[config.mk]
export PLATFORM = sky130hd
export DESIGN_NAME = cache_arbiter_flat
export DESIGN_NICKNAME = d
export VERILOG_FILES = /design/src/rtl/cache_arbiter_pkg.sv /design/src/rtl/cache_arbiter_if.sv /design/src/rtl/cache_arbiter.sv /design/src/flat_wrapper.sv
export SDC_FILE = /design/constraint.sdc
export NUM_CORES = 1
export LEC_CHECK = 0
export CORE_AREA = 2 2 539 541
export CTS_CLUSTER_DIAMETER = 60
export DETAILED_ROUTE_END_ITERATION = 6
export DIE_AREA = 0 0 541 543
export SKIP_CTS_REPAIR_TIMING = 1
export SYNTH_ARGS = -nofsm -noshare
export SYNTH_HDL_FRONTEND = slang
export SYNTH_SLANG_ARGS = --single-unit
[constraint.sdc]
create_clock -name clk -period 2.45 [get_ports clk]
set_input_delay 0.49 -clock clk [delete_from_list [all_inputs] [get_ports clk]]
set_output_delay 0.49 -clock clk [all_outputs]
set_load 0.05 [all_outputs]
[src/rtl/cache_arbiter_pkg.sv]
// Shared types for the I/D-cache to physical-memory arbiter.
// Holds the FSM state encoding and the last-served marker used for tie breaks.
package cache_arbiter_pkg;

  typedef enum logic [1:0] {
    ARB_IDLE   = 2'd0,
    ARB_ICACHE = 2'd1,
    ARB_DCACHE = 2'd2
  } arb_state_t;

  typedef enum logic {
    SERVED_I = 1'b0,
    SERVED_D = 1'b1
  } served_t;

  function automatic logic is_busy(arb_state_t s);
    return s != ARB_IDLE;
  endfunction

endpackage

[src/rtl/cache_arbiter_if.sv]
// Bundle of the two cache pmem ports and the memory-side port.
// Handshake: a cache holds read/write until its resp pulses, then drops it; memory pulses mem_resp once per op.
interface cache_arbiter_if #(
  parameter int LINE_W = 256,
  parameter int ADDR_W = 32
);
  logic              i_read;
  logic [ADDR_W-1:0] i_addr;
  logic [LINE_W-1:0] i_rdata;
  logic              i_resp;
  logic              d_read;
  logic              d_write;
  logic [ADDR_W-1:0] d_addr;
  logic [LINE_W-1:0] d_wdata;
  logic [LINE_W-1:0] d_rdata;
  logic              d_resp;
  logic              mem_read;
  logic              mem_write;
  logic [ADDR_W-1:0] mem_addr;
  logic [LINE_W-1:0] mem_wdata;
  logic [LINE_W-1:0] mem_rdata;
  logic              mem_resp;

  // Arbiter side.
  modport slave (
    input  i_read, i_addr, d_read, d_write, d_addr, d_wdata, mem_rdata, mem_resp,
    output i_rdata, i_resp, d_rdata, d_resp, mem_read, mem_write, mem_addr, mem_wdata
  );

  // Caches plus memory model side.
  modport master (
    output i_read, i_addr, d_read, d_write, d_addr, d_wdata, mem_rdata, mem_resp,
    input  i_rdata, i_resp, d_rdata, d_resp, mem_read, mem_write, mem_addr, mem_wdata
  );
endinterface

[src/rtl/cache_arbiter.sv]
// Shares the single memory port between I-cache and D-cache, one line op at a time.
// Requests are only arbitrated in ARB_IDLE; ties go to whichever cache was not served last.
module cache_arbiter
  import cache_arbiter_pkg::*;
#(
  parameter int LINE_W = 256,
  parameter int ADDR_W = 32
) (
  input  logic           clk,
  input  logic           rst,
  cache_arbiter_if.slave bus,
  output arb_state_t     arb_state
);

  arb_state_t        state_q, state_d;
  served_t           last_q, last_d;
  logic [ADDR_W-1:0] addr_q;
  logic [LINE_W-1:0] wdata_q;
  logic              write_q;
  logic              i_req, d_req, grant_i, grant_d;

  always_comb begin
    i_req    = bus.i_read;
    d_req    = bus.d_read | bus.d_write;
    grant_d  = d_req & (~i_req | (last_q == SERVED_I));
    grant_i  = i_req & ~grant_d;
    state_d  = state_q;
    last_d   = last_q;
    bus.i_resp = 1'b0;
    bus.d_resp = 1'b0;
    case (state_q)
      ARB_IDLE: begin
        if (grant_d)      state_d = ARB_DCACHE;
        else if (grant_i) state_d = ARB_ICACHE;
      end
      ARB_ICACHE: begin
        if (bus.mem_resp) begin
          bus.i_resp = 1'b1;
          last_d     = SERVED_I;
          state_d    = ARB_IDLE;
        end
      end
      ARB_DCACHE: begin
        if (bus.mem_resp) begin
          bus.d_resp = 1'b1;
          last_d     = SERVED_D;
          state_d    = ARB_IDLE;
        end
      end
      default: state_d = ARB_IDLE;
    endcase
  end

  always_ff @(posedge clk or negedge rst) begin
    if (!rst) begin
      state_q <= ARB_IDLE;
      last_q  <= SERVED_I;
    end else begin
      state_q <= state_d;
      last_q  <= last_d;
    end
  end

  // Request capture: memory-side outputs come only from these, so a cache
  // changing its inputs mid-op cannot disturb the transaction in flight.
  always_ff @(posedge clk or negedge rst) begin
    if (!rst) begin
      addr_q  <= '0;
      wdata_q <= '0;
      write_q <= 1'b0;
    end else if (state_q == ARB_IDLE && (grant_d || grant_i)) begin
      addr_q  <= grant_d ? bus.d_addr : bus.i_addr;
      write_q <= grant_d & bus.d_write;
      if (grant_d) wdata_q <= bus.d_wdata;
    end
  end

  assign bus.mem_read  = is_busy(state_q) & ~write_q;
  assign bus.mem_write = is_busy(state_q) &  write_q;
  assign bus.mem_addr  = addr_q;
  assign bus.mem_wdata = wdata_q;
  assign bus.i_rdata   = bus.mem_rdata;
  assign bus.d_rdata   = bus.mem_rdata;
  assign arb_state     = state_q;

endmodule

[src/flat_wrapper.sv]
// flat-port wrapper written by rule: the top's interface ports become plain ports
module cache_arbiter_flat import cache_arbiter_pkg::*;
#(
  parameter int LINE_W = 256,
  parameter int ADDR_W = 32
)
  (clk, rst, arb_state, bus_i_read, bus_i_addr, bus_d_read, bus_d_write, bus_d_addr, bus_d_wdata, bus_mem_rdata, bus_mem_resp, bus_i_rdata, bus_i_resp, bus_d_rdata, bus_d_resp, bus_mem_read, bus_mem_write, bus_mem_addr, bus_mem_wdata);
  cache_arbiter_if #(.LINE_W(LINE_W), .ADDR_W(ADDR_W)) bus_i ();
  input  logic clk;
  input  logic rst;
  output arb_state_t arb_state;
  input wire logic [$bits(bus_i.i_read)-1:0] bus_i_read;
  input wire logic [$bits(bus_i.i_addr)-1:0] bus_i_addr;
  input wire logic [$bits(bus_i.d_read)-1:0] bus_d_read;
  input wire logic [$bits(bus_i.d_write)-1:0] bus_d_write;
  input wire logic [$bits(bus_i.d_addr)-1:0] bus_d_addr;
  input wire logic [$bits(bus_i.d_wdata)-1:0] bus_d_wdata;
  input wire logic [$bits(bus_i.mem_rdata)-1:0] bus_mem_rdata;
  input wire logic [$bits(bus_i.mem_resp)-1:0] bus_mem_resp;
  output wire logic [$bits(bus_i.i_rdata)-1:0] bus_i_rdata;
  output wire logic [$bits(bus_i.i_resp)-1:0] bus_i_resp;
  output wire logic [$bits(bus_i.d_rdata)-1:0] bus_d_rdata;
  output wire logic [$bits(bus_i.d_resp)-1:0] bus_d_resp;
  output wire logic [$bits(bus_i.mem_read)-1:0] bus_mem_read;
  output wire logic [$bits(bus_i.mem_write)-1:0] bus_mem_write;
  output wire logic [$bits(bus_i.mem_addr)-1:0] bus_mem_addr;
  output wire logic [$bits(bus_i.mem_wdata)-1:0] bus_mem_wdata;
  assign bus_i.i_read = bus_i_read;
  assign bus_i.i_addr = bus_i_addr;
  assign bus_i.d_read = bus_d_read;
  assign bus_i.d_write = bus_d_write;
  assign bus_i.d_addr = bus_d_addr;
  assign bus_i.d_wdata = bus_d_wdata;
  assign bus_i.mem_rdata = bus_mem_rdata;
  assign bus_i.mem_resp = bus_mem_resp;
  assign bus_i_rdata = bus_i.i_rdata;
  assign bus_i_resp = bus_i.i_resp;
  assign bus_d_rdata = bus_i.d_rdata;
  assign bus_d_resp = bus_i.d_resp;
  assign bus_mem_read = bus_i.mem_read;
  assign bus_mem_write = bus_i.mem_write;
  assign bus_mem_addr = bus_i.mem_addr;
  assign bus_mem_wdata = bus_i.mem_wdata;
  cache_arbiter #(.LINE_W(LINE_W), .ADDR_W(ADDR_W)) u_core (.clk(clk), .rst(rst), .bus(bus_i), .arb_state(arb_state));
endmodule
==> report_table.html <==
<table>
<tr><th>Metric</th><th>Value</th></tr>
<tr><th colspan="2">Status</th></tr>
<tr><td>Result of the run</td><td>finished, final reports clean</td></tr>
<tr><th colspan="2">Global route</th></tr>
<tr><td>Global-route wire length before repair</td><td>207000 um</td></tr>
<tr><td>Remaining Overflow, GRT</td><td>0</td></tr>
<tr><td>Via count of the first global-routing pass</td><td>11100</td></tr>
<tr><td>Pin count of the biggest net entering global routing</td><td>46</td></tr>
<tr><td>Overall fraction of global-route tracks in use</td><td>0.119</td></tr>
<tr><td>Initial antenna violation count</td><td>164</td></tr>
<tr><th colspan="2">Drt</th></tr>
<tr><td>Via density per instance</td><td>2.03</td></tr>
<tr><td>Number of detailed-route iterations in the first pass</td><td>5</td></tr>
<tr><td>Total wire length</td><td>180000 um</td></tr>
<tr><td>DR WL/cell</td><td>34.3 um</td></tr>
<tr><td>Number of nets with antenna violations after routing</td><td>0</td></tr>
<tr><td>Post-route DRC violation count</td><td>0</td></tr>
<tr><td>Total number of vias</td><td>10700</td></tr>
<tr><td>DR iter-0 viols</td><td>501</td></tr>
<tr><th colspan="2">Worst setup path</th></tr>
<tr><td>Sum of buffers and inverters on the critical path</td><td>1</td></tr>
<tr><td>Type of origin of the critical path</td><td>register</td></tr>
<tr><td>Kind of critical path</td><td>register to output port</td></tr>
<tr><td>Master of the slowest instance on the critical path</td><td>sky130_fd_sc_hd__clkdlybuf4s50_1</td></tr>
<tr><td>Worst reg2reg startpoint</td><td>u_core.arb_state[1]</td></tr>
<tr><td>Data arrival time of the worst path</td><td>1.89 ns</td></tr>
<tr><td>Largest delay share family, worst path</td><td>buffers and inverters</td></tr>
<tr><td>Maximum fanout along the worst path</td><td>2</td></tr>
<tr><td>Critical path required time</td><td>1.96 ns</td></tr>
<tr><td>Slack of the worst reg-to-reg path</td><td>0.22 ns</td></tr>
<tr><td>Endpoint type of the worst setup path</td><td>output port</td></tr>
<tr><td>Critical Path Max Stage Delay</td><td>0.90 ns</td></tr>
<tr><td>Number of cells traversed by the worst register-to-register path</td><td>7</td></tr>
<tr><td>Sequence of cells on the critical path</td><td>clkdlybuf4s50_1</td></tr>
<tr><td>R2R Path End</td><td>u_core.bus.mem_wdata[53]</td></tr>
<tr><th colspan="2">Layout</th></tr>
<tr><td>Leading cell types in the layout, fill and taps excluded</td><td>sky130_fd_sc_hd__clkdlybuf4s50_1 (384), sky130_fd_sc_hd__dfrtp_1 (292), sky130_fd_sc_hd__buf_4 (244)</td></tr>
<tr><td>Commonest non-fill, non-tap cell in the layout</td><td>sky130_fd_sc_hd__clkdlybuf4s50_1</td></tr>
<tr><td>Final Net Count</td><td>1974</td></tr>
<tr><td>Area added between synthesis and finish</td><td>60.5%</td></tr>
<tr><td>Total of fill cells in the finished design</td><td>33100</td></tr>
<tr><td>Count of non-filler cells in the finished layout</td><td>5257</td></tr>
<tr><td>Area occupied by registers</td><td>7310 um2</td></tr>
<tr><td>Layout cells sized above 1</td><td>0.285</td></tr>
<tr><td>Area of combinational cells with multiple inputs</td><td>3670 um2</td></tr>
<tr><th colspan="2">Synthesis</th></tr>
<tr><td>Sequential share of the synthesized area</td><td>0.484</td></tr>
<tr><td>Distinct cell type count after synthesis</td><td>25</td></tr>
<tr><td>Syn Std Cell Area</td><td>15100 um2</td></tr>
<tr><td>Synthesized flop and latch total</td><td>292</td></tr>
<tr><td>Net count after synthesis</td><td>1802</td></tr>
<tr><td>Mean post-synth cell area</td><td>12.4 um2</td></tr>
<tr><td>Count of mapped cells out of synthesis</td><td>1217</td></tr>
<tr><td>Total number of yosys warnings</td><td>0</td></tr>
<tr><th colspan="2">CTS</th></tr>
<tr><td># clock sinks</td><td>292</td></tr>
<tr><td>Skew-Pair Late Insertion Delay</td><td>0.67 ns</td></tr>
<tr><td>Clock tree from TritonCTS</td><td>built</td></tr>
<tr><td>Number of buffers added by the clock tree synthesis step</td><td>67</td></tr>
<tr><td>Clock transition time at the flip-flop clock pins of the worst setup and hold paths</td><td>0.06 ns</td></tr>
<tr><td>Deepest level of the CTS H-tree</td><td>3</td></tr>
<tr><td>Maximum count of clock buffers along a single path</td><td>3</td></tr>
<tr><td>Clock tree root driver cell</td><td>sky130_fd_sc_hd__clkbuf_16</td></tr>
<tr><th colspan="2">Floorplan</th></tr>
<tr><td># rows</td><td>197</td></tr>
<tr><td>Core ar.</td><td>287000 um2</td></tr>
<tr><td>Full die area</td><td>294000 um2</td></tr>
<tr><td>Number of top-level design ports</td><td>1388</td></tr>
<tr><td>Width of the die</td><td>541 um</td></tr>
<tr><td>Chip height</td><td>543 um</td></tr>
<tr><td>Starting density of the core</td><td>0.0525</td></tr>
<tr><th colspan="2">Pwr</th></tr>
<tr><td>P_leak</td><td>8.82 nW</td></tr>
<tr><td>PD cells</td><td>1720 nW/um2</td></tr>
<tr><td>Max VDD drop</td><td>0.668 mV</td></tr>
<tr><th colspan="2">STA</th></tr>
<tr><td>Headroom to the max-slew limit</td><td>0.519</td></tr>
<tr><td>Final-report setup violation count</td><td>0</td></tr>
<tr><td>Final min period</td><td>2.38 ns</td></tr>
<tr><td>Final clock period utilization by the worst path</td><td>0.972</td></tr>
<tr><td>PnR worst setup slack</td><td>0.0678 ns</td></tr>
<tr><td>Fmax</td><td>420 MHz</td></tr>
<tr><td>Final hold slack</td><td>0.343 ns</td></tr>
<tr><td>Max-slew violation count</td><td>0</td></tr>
<tr><td>Unrepaired setup endpoints after global routing</td><td>false</td></tr>
<tr><td>Number of endpoints with negative hold slack in the final report</td><td>0</td></tr>
<tr><td>Final Skew</td><td>0.0241 ns</td></tr>
<tr><td>Setup total negative slack</td><td>0 ns</td></tr>
<tr><td>Slew at the pin closest to its max-slew limit</td><td>0.721 ns</td></tr>
<tr><th colspan="2">Place</th></tr>
<tr><td>Number of instances in the placed design</td><td>5100</td></tr>
<tr><td>Gpl congestion</td><td>0.708</td></tr>
<tr><td>Count of buffers inserted at the top-level ports</td><td>619</td></tr>
<tr><td>HPWL after detailed placement</td><td>165000 um</td></tr>
<tr><td>Worst slack after detailed placement</td><td>0.0684 ns</td></tr>
<tr><th colspan="2">Worst hold path</th></tr>
<tr><td>Min-delay worst type</td><td>input port to asynchronous set/reset pin</td></tr>
<tr><th colspan="2">Job</th></tr>
<tr><td>Max Cap Viol</td><td>0</td></tr>
</table>
[state kept, by name, summed over array words and instances, names as in the netlist]
register              count
u_core.bus.mem_wdata    256
u_core.arb_state          2
u_core.write_q            1
u_core.bus.mem_addr      32
u_core.last_q             1
[stage by stage]
stage	total power [mW]	cell area [um2]	utilization
3_3_place_gp	32.9	21800	0.0760
3_5_place_dp	33.2	21800	0.0760
6_report	41.7	24200	0.0843
4_1_cts	43.3	24100	0.0839
2_1_floorplan	23.1	15100	-
5_1_grt	44.7	24200	0.0840
[routing by layer]
metal | up-vias | part of all wire | wire length, um | GRT usage
li1 | 3947 | - | - | -
met1 | 4798 | 0.26 | 47100 | 0.0888
met2 | 1380 | 0.43 | 76600 | 0.180
met3 | 539 | 0.27 | 48000 | 0.146
met4 | 21 | 0.040 | 7250 | 0.0402
met5 | - | 0.0059 | 1070 | 0.0252
[layout make-up]
cell class	instances	share of cell area
multi-input combinational	371	0.151
timing repair buffer	653	0.253
sequential	292	0.302
clock buffer	76	0.0727
antenna	36	0.00372
inverter	4	0.000620
tap	3781	0.195
clock inverter	44	0.0215
[cells in the mapped netlist]
cell type	count	share of area
sky130_fd_sc_hd__buf_4	527	0.26
sky130_fd_sc_hd__dfrtp_1	292	0.48
sky130_fd_sc_hd__mux2_1	229	0.17
sky130_fd_sc_hd__nand2_1	33	0.0082
sky130_fd_sc_hd__mux2i_1	32	0.021
sky130_fd_sc_hd__o21ai_0	32	0.011
sky130_fd_sc_hd__mux2_2	27	0.020
sky130_fd_sc_hd__buf_6	10	0.0075
sky130_fd_sc_hd__buf_2	8	0.0027
sky130_fd_sc_hd__clkbuf_1	5	0.0012
sky130_fd_sc_hd__inv_1	4	0.00099
sky130_fd_sc_hd__ha_1	3	0.0025
sky130_fd_sc_hd__nor2_1	2	0.00050
sky130_fd_sc_hd__o2bb2ai_1	2	0.0012
sky130_fd_sc_hd__a21o_1	1	0.00050
sky130_fd_sc_hd__a21oi_1	1	0.00033
sky130_fd_sc_hd__a22o_1	1	0.00058
sky130_fd_sc_hd__and2_1	1	0.00041
sky130_fd_sc_hd__nand2b_1	1	0.00041
sky130_fd_sc_hd__nor2_2	1	0.00041
sky130_fd_sc_hd__nor2b_1	1	0.00041
sky130_fd_sc_hd__o2bb2ai_4	1	0.0018
sky130_fd_sc_hd__o311ai_0	1	0.00058
sky130_fd_sc_hd__o31ai_1	1	0.00050
sky130_fd_sc_hd__o41ai_1	1	0.00058
[cell families (layout without fill, tap and decap cells)]
| group | count (synthesis) | count (layout) | share of synthesized area |
|---|---|---|---|
| buffers and inverters | 554 | 777 | 0.274 |
| DFF | 292 | 292 | 0.484 |
| muxes | 288 | 288 | 0.212 |
| AOI/OAI and AO/OA | 41 | 41 | 0.0167 |
| and+or+nand+nor | 39 | 39 | 0.0104 |
| adders and majority gates | 3 | 3 | 0.00249 |
| other | 0 | 36 | 0 |
[report_power, final]
| group | internal (mW) | total (mW) | switching [mW] |
|---|---|---|---|
| Clock | 6.06 | 9.64 | 3.58 |
| Combinational | 6.22 | 23.4 | 17.1 |
| Sequential | 7.34 | 8.67 | 1.33 |
| Total | 19.6 | 41.7 | 22.1 |
[worst max path at each step]
stage / startpoint / endpoint / depth (start not counted)
6_report: u_core.bus.mem_wdata[152] / bus_mem_wdata[152] / 1
5_1_grt: u_core.bus.mem_wdata[152] / bus_mem_wdata[152] / 1
4_1_cts: u_core.bus.mem_wdata[154] / bus_mem_wdata[154] / 1
3_5_place_dp: bus_i_read / u_core.bus.mem_wdata[53] / 6
3_3_place_gp: bus_i_read / u_core.bus.mem_wdata[20] / 6
2_1_floorplan: u_core.arb_state[0] / bus_mem_write / 3
Note: power is estimated with default switching activity, not from simulation.
